File: config.mk
export PLATFORM = sky130hd
export DESIGN_NAME = div_16bit_restoring
export DESIGN_NICKNAME = d
export VERILOG_FILES = /design/src/rtl/div_16bit_restoring.sv
export SDC_FILE = /design/constraint.sdc
export NUM_CORES = 1
export LEC_CHECK = 0
export ABC_AREA = 1
export BUFFER_PORTS_ARGS = -buffer_cell sky130_fd_sc_hd__buf_4
export CELL_PAD_IN_SITES_DETAIL_PLACEMENT = 0
export CELL_PAD_IN_SITES_GLOBAL_PLACEMENT = 1
export CORE_UTILIZATION = 46
export DETAILED_ROUTE_END_ITERATION = 12
export GPL_TIMING_DRIVEN = 0
export PLACE_DENSITY = 0.83
export SETUP_SLACK_MARGIN = 0.15
export SLEW_MARGIN = 10
export SYNTH_ARGS = -nofsm -noshare
export SYNTH_HDL_FRONTEND = slang
export SYNTH_SLANG_ARGS = --single-unit
File: constraint.sdc
create_clock -name i_clk -period 5.7 [get_ports i_clk]
set_input_delay 0.285 -clock i_clk [delete_from_list [all_inputs] [get_ports i_clk]]
set_output_delay 0.285 -clock i_clk [all_outputs]
set_load 0.01 [all_outputs]
File: src/rtl/div_16bit_restoring.sv
// -----------------------------------------------------------------------------
// div_16bit_restoring
//   Sequential radix-2 restoring divider. One quotient bit is resolved per clock
//   over DATA_WIDTH iterations, with a start/end handshake. It is the companion
//   to the 16-bit Wallace tree multiplier and shares its operand naming and its
//   result/flag style.
//
//   Optional feature macro: DIV_16BIT_SIGNED_EN
//     defined   : two's complement operands. Magnitudes are divided unsigned and
//                 the signs are fixed when the result is registered. The
//                 quotient truncates toward zero and the remainder takes the
//                 sign of the dividend. o_cry flags a quotient that does not
//                 fit the signed range.
//     undefined : unsigned operands, no sign logic, o_cry tied to 0.
//
// Ports
//   i_clk    in   1           clock, rising edge
//   i_rst    in   1           asynchronous active-high reset
//   i_start  in   1           division request, sampled only in IDLE
//   i_num_x  in   DATA_WIDTH  dividend, captured on the accepted start edge
//   i_num_y  in   DATA_WIDTH  divisor, captured on the accepted start edge
//   o_busy   out  1           high while iterating
//   o_end    out  1           one-cycle done pulse; results valid from here on
//   o_quo    out  DATA_WIDTH  quotient, held until the next result
//   o_rem    out  DATA_WIDTH  remainder, held until the next result
//   o_err    out  1           divide-by-zero flag
//   o_cry    out  1           signed quotient overflow flag
// -----------------------------------------------------------------------------
module div_16bit_restoring #(
  parameter int DATA_WIDTH = 16
) (
  input  logic                  i_clk,
  input  logic                  i_rst,
  input  logic                  i_start,
  input  logic [DATA_WIDTH-1:0] i_num_x,
  input  logic [DATA_WIDTH-1:0] i_num_y,
  output logic                  o_busy,
  output logic                  o_end,
  output logic [DATA_WIDTH-1:0] o_quo,
  output logic [DATA_WIDTH-1:0] o_rem,
  output logic                  o_err,
  output logic                  o_cry
);

  localparam int W     = DATA_WIDTH;
  localparam int CNT_W = $clog2(W + 1);
  localparam logic [CNT_W-1:0] CNT_LAST = CNT_W'(W - 1);

  typedef enum logic [1:0] {
    S_IDLE,
    S_CALC,
    S_DONE
  } state_t;

  state_t state, state_nxt;

  logic [CNT_W-1:0] cnt_p1;
  logic             accept;
  logic             div_zero;
  logic             last_iter;

  // Operand / working registers (data only, no reset needed)
  logic [W-1:0]     dvd_p1;   // dividend shifting out, quotient shifting in
  logic [W-1:0]     dvs_p1;   // divisor magnitude
  logic [W:0]       rem_p1;   // partial remainder

  // Iteration datapath
  logic [W+1:0]     shift_p0;
  logic [W+1:0]     diff_p0;
  logic             qbit_p0;
  logic [W:0]       rem_nxt_p0;
  logic [W-1:0]     quo_nxt_p0;

  // Final results after optional sign fix
  logic [W-1:0]     fin_quo;
  logic [W-1:0]     fin_rem;
  logic             fin_cry;

  logic [W-1:0]     cap_x;
  logic [W-1:0]     cap_y;

`ifdef DIV_16BIT_SIGNED_EN
  logic             neg_q_p1;
  logic             neg_r_p1;

  function automatic logic [W-1:0] neg_if(input logic neg, input logic [W-1:0] v);
    logic signed [W-1:0] sv;
    sv = v;
    return neg ? W'(-sv) : v;
  endfunction

  // A positive quotient overflows when its MSB is set; a negative one only when
  // its magnitude exceeds 2^(W-1).
  function automatic logic quo_overflow(input logic neg, input logic [W-1:0] mag);
    return neg ? (mag > {1'b1, {(W-1){1'b0}}}) : mag[W-1];
  endfunction

  assign cap_x   = neg_if(i_num_x[W-1], i_num_x);
  assign cap_y   = neg_if(i_num_y[W-1], i_num_y);
  assign fin_quo = neg_if(neg_q_p1, quo_nxt_p0);
  assign fin_rem = neg_if(neg_r_p1, rem_nxt_p0[W-1:0]);
  assign fin_cry = quo_overflow(neg_q_p1, quo_nxt_p0);
`else
  assign cap_x   = i_num_x;
  assign cap_y   = i_num_y;
  assign fin_quo = quo_nxt_p0;
  assign fin_rem = rem_nxt_p0[W-1:0];
  assign fin_cry = 1'b0;
`endif

  assign accept    = (state == S_IDLE) && i_start;
  assign div_zero  = (i_num_y == '0);
  assign last_iter = (state == S_CALC) && (cnt_p1 == CNT_LAST);

  assign o_busy = (state == S_CALC);
  assign o_end  = (state == S_DONE);

  // ---- FSM state register ----
  always_ff @(posedge i_clk or posedge i_rst) begin
    if (i_rst) begin
      state <= S_IDLE;
    end else begin
      state <= state_nxt;
    end
  end

  always_comb begin
    state_nxt = state;
    case (state)
      S_IDLE: if (i_start) state_nxt = div_zero ? S_DONE : S_CALC;
      S_CALC: if (cnt_p1 == CNT_LAST) state_nxt = S_DONE;
      S_DONE: state_nxt = S_IDLE;
      default: state_nxt = S_IDLE;
    endcase
  end

  // ---- Iteration counter ----
  always_ff @(posedge i_clk or posedge i_rst) begin
    if (i_rst) begin
      cnt_p1 <= '0;
    end else if (accept) begin
      cnt_p1 <= '0;
    end else if (state == S_CALC) begin
      cnt_p1 <= cnt_p1 + 1'b1;
    end
  end

  // ---- Stage p0: shift, trial subtract, restore ----
  // The partial remainder never reaches the divisor, so the top bit of the
  // shifted value is always 0 and the difference MSB is the borrow.
  always_comb begin
    shift_p0 = {rem_p1, dvd_p1[W-1]};
    diff_p0  = shift_p0 - {2'b00, dvs_p1};
    qbit_p0  = ~diff_p0[W+1];
    if (qbit_p0) begin
      rem_nxt_p0 = diff_p0[W:0];
    end else begin
      rem_nxt_p0 = shift_p0[W:0];
    end
    quo_nxt_p0 = {dvd_p1[W-2:0], qbit_p0};
  end

  // ---- Stage p1: working registers ----
  always_ff @(posedge i_clk) begin
    if (accept) begin
      dvd_p1 <= cap_x;
      dvs_p1 <= cap_y;
      rem_p1 <= '0;
`ifdef DIV_16BIT_SIGNED_EN
      neg_q_p1 <= i_num_x[W-1] ^ i_num_y[W-1];
      neg_r_p1 <= i_num_x[W-1];
`endif
    end else if (state == S_CALC) begin
      dvd_p1 <= quo_nxt_p0;
      rem_p1 <= rem_nxt_p0;
    end
  end

  // ---- Result registers, loaded on the edge entering DONE ----
  always_ff @(posedge i_clk or posedge i_rst) begin
    if (i_rst) begin
      o_quo <= '0;
      o_rem <= '0;
      o_err <= 1'b0;
      o_cry <= 1'b0;
    end else if (accept && div_zero) begin
      o_quo <= '1;
      o_rem <= i_num_x;
      o_err <= 1'b1;
      o_cry <= 1'b0;
    end else if (last_iter) begin
      o_quo <= fin_quo;
      o_rem <= fin_rem;
      o_err <= 1'b0;
      o_cry <= fin_cry;
    end
  end

endmodule

## Yosys cells after proc, flatten, opt, wreduce, memory -nomap -nowiden

Cells that the tools add are included.

| storage, ports and cells | value |
|---|---|
| output and inout port bits | 36 |
| bits of input ports | 35 |
| register bits | 90 |

| cells by class | value |
|---|---|
| bitwise operators | 1 |
| muxes and demuxes | 16 |
| equal/unequal tests | 5 |
| $add $sub $neg | 2 |
| reduce and logical (&&, ||, !) cells | 8 |

Operators by type and width:

| cell | number |
|---|---|
| $mux 16 | 6 |
| $sub 18x16->18 | 1 |
| $mux 17 | 1 |
| $logic_not 16->1 | 1 |
| $mux 5 | 2 |
| $mux 2 | 3 |
| $add 5x1->5 const B | 1 |
| $eq 5x4->1 const B | 1 |
| $pmux 2 s2 | 1 |
| $reduce_bool 2->1 | 2 |
| $logic_and 1x1->1 | 3 |
| $mux 1 | 3 |
| $eq 2x1->1 const B | 1 |
| $eq 2x2->1 const B | 1 |
| $logic_not 2->1 | 1 |
| $ne 2x1->1 const B | 1 |
| $ne 2x2->1 const B | 1 |
| $reduce_and 2->1 | 1 |
| $not 1->1 | 1 |

## Longest topological paths before layout

| logic depth | value |
|---|---|
| word-level depth | 4 |
| mapped depth | 16 |
| depth with buffers taken out | 16 |

## Worst setup path before layout

Ideal clock, no wire load.

| path | value |
|---|---|
| path kind | reg-to-reg |
| start point | register dvs_p1[8] |
| end point | register dvd_p1[0] (data pin) |
| arrival | 1.661 ns |
| clock period less this slack | 1.950 ns |
| slack | 3.750 ns |
| stages on the path, launching flop included | 12 |
| buffers on the path | 1 |
| data required time | 5.411 ns |
| path through | edfxtp_1 -> inv_1 -> ha_1 -> nand2_2 -> inv_2 -> a21oi_2 -> nand3_2 -> nand2_4 -> nand3_2 -> nand2_8 -> buf_12 -> o21ai_1 |

| between the ends | value |
|---|---|
| cells in the longest elaborated chain, start to end | 4 |

Ends and longest elaborated chain:

| element | RTL line | RTL |
|---|---|---|
| start, declared | 64 | `logic [W-1:0] dvs_p1;` |
| start signal, assigned | 167 | `dvs_p1 <= cap_y;` |
| $sub 18x16->18 | 153 | `diff_p0 = shift_p0 - {2'b00, dvs_p1};` |
| $not 1->1 | 154 | `qbit_p0 = ~diff_p0[W+1];` |
| $mux 16 | 173 | `end else if (state == S_CALC) begin` |
| $mux 16 | 165 | `if (accept) begin` |
| end signal, assigned | 166 | `dvd_p1 <= cap_x;` |
| end signal, assigned | 174 | `dvd_p1 <= quo_nxt_p0;` |
| end, declared | 63 | `logic [W-1:0] dvd_p1;` |

No other way between the ends. The select of a mux whose other input is x is not followed.
A chain may end at the register's enable or synchronous reset.

## Worst setup path in the final report

| path | value |
|---|---|
| start point | register dvs_p1[0] |
| end point | register o_rem[14] |

| between the ends | value |
|---|---|
| cells in the longest elaborated chain, start to end | 4 |

Ends and longest elaborated chain:

| element | RTL line | RTL |
|---|---|---|
| $sub 18x16->18 | 153 |  |
| $mux 17 | 155 | `if (qbit_p0) begin` |
| $mux 16 | 191 | `end else if (last_iter) begin` |
| $mux 16 | 186 | `end else if (accept && div_zero) begin` |
| end signal, assigned | 188 | `o_rem <= i_num_x;` |
| end signal, assigned | 193 | `o_rem <= fin_rem;` |
| end, declared | 40 | `output logic [DATA_WIDTH-1:0] o_rem,` |

No other way between the ends. The select of a mux whose other input is x is not followed.

==> qor.txt <==
Run status: finished clean
VDD IR max: 210 uV
Vias per cell: 4.82
Area fraction of the dominant cell type after synthesis: 20.2%
Crit. End Element: flop
Starting Density: 47.7%
Yosys reg bits: 89
Synth area leaders: dfrtp_1 (20%), edfxtp_1 (19%), nand2_1 (16%), inv_1 (7.7%), dfxtp_1 (6.9%)
Syn_nets: 667
DRT antenna net count: 0
Max cap viols: 0
Vias in the first global route: 3856
Hold-fix buffers, CTS: 1
Slew @ Worst Pin: 0.671 ns
Combinational power share: 54.1%
Input/output buffers: 69
Most common cell after layout, fill and taps aside: nand2_1
Worst hold slack: 0.105 ns
Post-CTS Resized: 0
Die ar.: 0.0112 sq mm
Final Critical Period: 2.25 ns
Commonest non-fill, non-tap cells in the layout: nand2_1 (205), inv_1 (100), buf_4 (72), nand3_1 (44), dfrtp_1 (40)
Seq pwr share: 33.8%
Period utilization: 39.4%
Pwr/cell area: 601 mW/mm^2
Final nets: 749
Clock Power Share: 12.1%
CTS tree: yes
Mapped Area: 0.00495 sq mm
Max H-tree Level: 3
Largest net degree at the start of global routing: 36
Total global routing overflow: 0
Leakage: 3.09 nW
Worst Path Max Fanout: 4
Relative slew slack: 55.2%
Area growth from synthesis to layout: 18.5%
Final Hold Vio Count: 0
Violation count after the first detailed-route iteration: 183
Post-CTS setup buffer count: 0
Routed WL: 11100 microns
Net Sw Frac: 44.2%
Worst EP required: 5.95 ns
First-pass GRT wire length: 18600 microns
Initial antenna violation count: 0
All-Layer GR Usage: 21.6%
Per-cell routed wire length: 13.2 microns
Yosys top cell by area: dfrtp_1
Clock Latency Late Sink: 0.36 ns
Clock slew at reported path FFs: 0.09 ns
Worst setup SP type: flop
Setup TNS: 0 ns
Leading register cell type out of synthesis: dfrtp_1
Synth Instances: 613
Root cell of the clock tree: clkbuf_8
Max frequency: 445 MHz
Die span in y: 106 microns
# clock sinks: 89
Net Sw Power: 0.00156 W
Layout cells sized above 1: 19.1%
Row count: 37
GPL Wtd Cong: 0.851
Longest Clk Path Bufs: 2
Drt pass-1 iters: 4
Slew Viols, Final: 0
Hpwl dp: 8690 microns
Drt drc: 0
Skew final: 0.0105 ns
Async SR Flop Fraction: 44.9%
Post-synth EDFFs: 32
Unrepaired setup endpoints after global routing: false
Fillers: 993
Crit Path Class: flop to flop
Antenna cells: 0
Vias: 4033
HP Class: input port to flop
Final setup violation count: 0
Crit path DAT: 2.49 ns
Core area: 0.0104 sq mm
Library cells used by synthesis: 42
Post-synthesis sequential area ratio: 46.5%
Ports: 71
Die width: 106 microns
Internal power: 0.00197 W
Synth warn: 0
Finished Core Util: 56.6%
Cts bufs inserted: 9
Syn_area_per_cell: 8.08 sq um
-- layer usage --
layer  part of all wire [%]  wire length (microns)  GRT usage (%)
met5                      0                      0              0
met4                   0.50                     55           5.36
met3                    4.1                    458           3.40
met2                     47                   5230           36.2
met1                     48                   5310           29.0
-- worst paths after layout --
| kind | from | to | slack [ns] | cells past startpoint |
|---|---|---|---|---|
| max | dvs_p1[0]$_DFFE_PP_ | o_rem[14]$_DFFE_PP0P_ | 3.45 | 14 |
| min | i_num_y[5] | dvs_p1[5]$_DFFE_PP_ | 0.11 | 1 |
| max reg2reg | dvs_p1[0]$_DFFE_PP_ | o_rem[14]$_DFFE_PP0P_ | 3.45 | 14 |
| min reg2reg | rem_p1[4]$_SDFFE_PP0P_ | rem_p1[4]$_SDFFE_PP0P_ | 0.49 | 2 |
| max in group asynchronous | i_rst | o_rem[0]$_DFFE_PP0P_ | 4.91 | 4 |
| min in group asynchronous | i_rst | o_quo[6]$_DFFE_PP0P_ | 0.36 | 3 |
-- Yosys cell counts (5+ instances only) --
cell type / instances
nand2_1: 205
inv_1: 101
nand3_1: 44
dfrtp_1: 40
edfxtp_1: 32
nor2_1: 27
ha_1: 18
dfxtp_1: 17
o21ai_0: 15
o22a_1: 15
nand2_4: 12
a21oi_1: 10
o22ai_1: 8
buf_2: 6
xnor2_1: 6
clkbuf_1: 5
nand2_2: 5
-- stage by stage --
stage                     setup WS [ns]  power, W  cell area (sq um)  cells
after detailed placement           3.28   0.00312               5660    819
after global routing               3.28   0.00388               5870    836
after CTS                          3.25   0.00356               5870    836
final                              3.45   0.00353               5870    836
after floorplan                    3.75   0.00256               4950    613
after global placement             3.35   0.00308               5640    818
-- final cells by class --
class | instances | area [sq um] | area share, %
plain buffers | 16 | 104 | 1.77
repair buffers | 71 | 548 | 9.34
clock inverters | 5 | 43.8 | 0.746
multi-input cells | 401 | 2140 | 36.6
flip-flops and latches | 89 | 2300 | 39.2
clock buffers | 11 | 153 | 2.60
well taps | 136 | 170 | 2.90
inverters | 107 | 402 | 6.85
-- logic make-up (layout without fill, tap and decap cells) --
kind of cell / after synthesis / count (layout) / share of synthesized area (%)
AOI/OAI and AO/OA: 56 / 56 / 7.51
xor gates and xnor gates: 8 / 8 / 1.42
other: 1 / 1 / 0.0757
muxes: 1 / 1 / 0.202
buffers and inverters: 123 / 210 / 10.2
adders and majority gates: 19 / 19 / 4.95
DFF: 89 / 89 / 46.5
and+or+nand+nor: 316 / 316 / 29.2
-- power by group through the flow --
stage	logic, W	clock network, W	registers [W]
2_1_floorplan	0.00136	0	0.00120
3_3_place_gp	0.00188	0	0.00119
6_report	0.00191	0.000428	0.00119
3_5_place_dp	0.00192	0	0.00120
4_1_cts	0.00193	0.000444	0.00119
5_1_grt	0.00218	0.000471	0.00123
-- sequential cells by signal, indices dropped and copies added (netlist names) --
name and flops:
o_err 1, cnt_p1 5, rem_p1 17, o_rem 16
o_quo 16, state 2, dvs_p1 16, dvd_p1 16
-- worst max-delay path: stages (launching register included) --
cell      delay [ns]
edfxtp_1        0.40
ha_1            0.26
fa_1            0.42
inv_1           0.07
nand3_1         0.06
nand2_1         0.14
nand2_1         0.07
nand2_1         0.13
nand3_1         0.14
nand2_1         0.09
nand2_1         0.05
nand2_1         0.07
nand2_1         0.08
nand3_1         0.10
nand2_1         0.07
No activity file was read; power rests on OpenSTA's default activity.
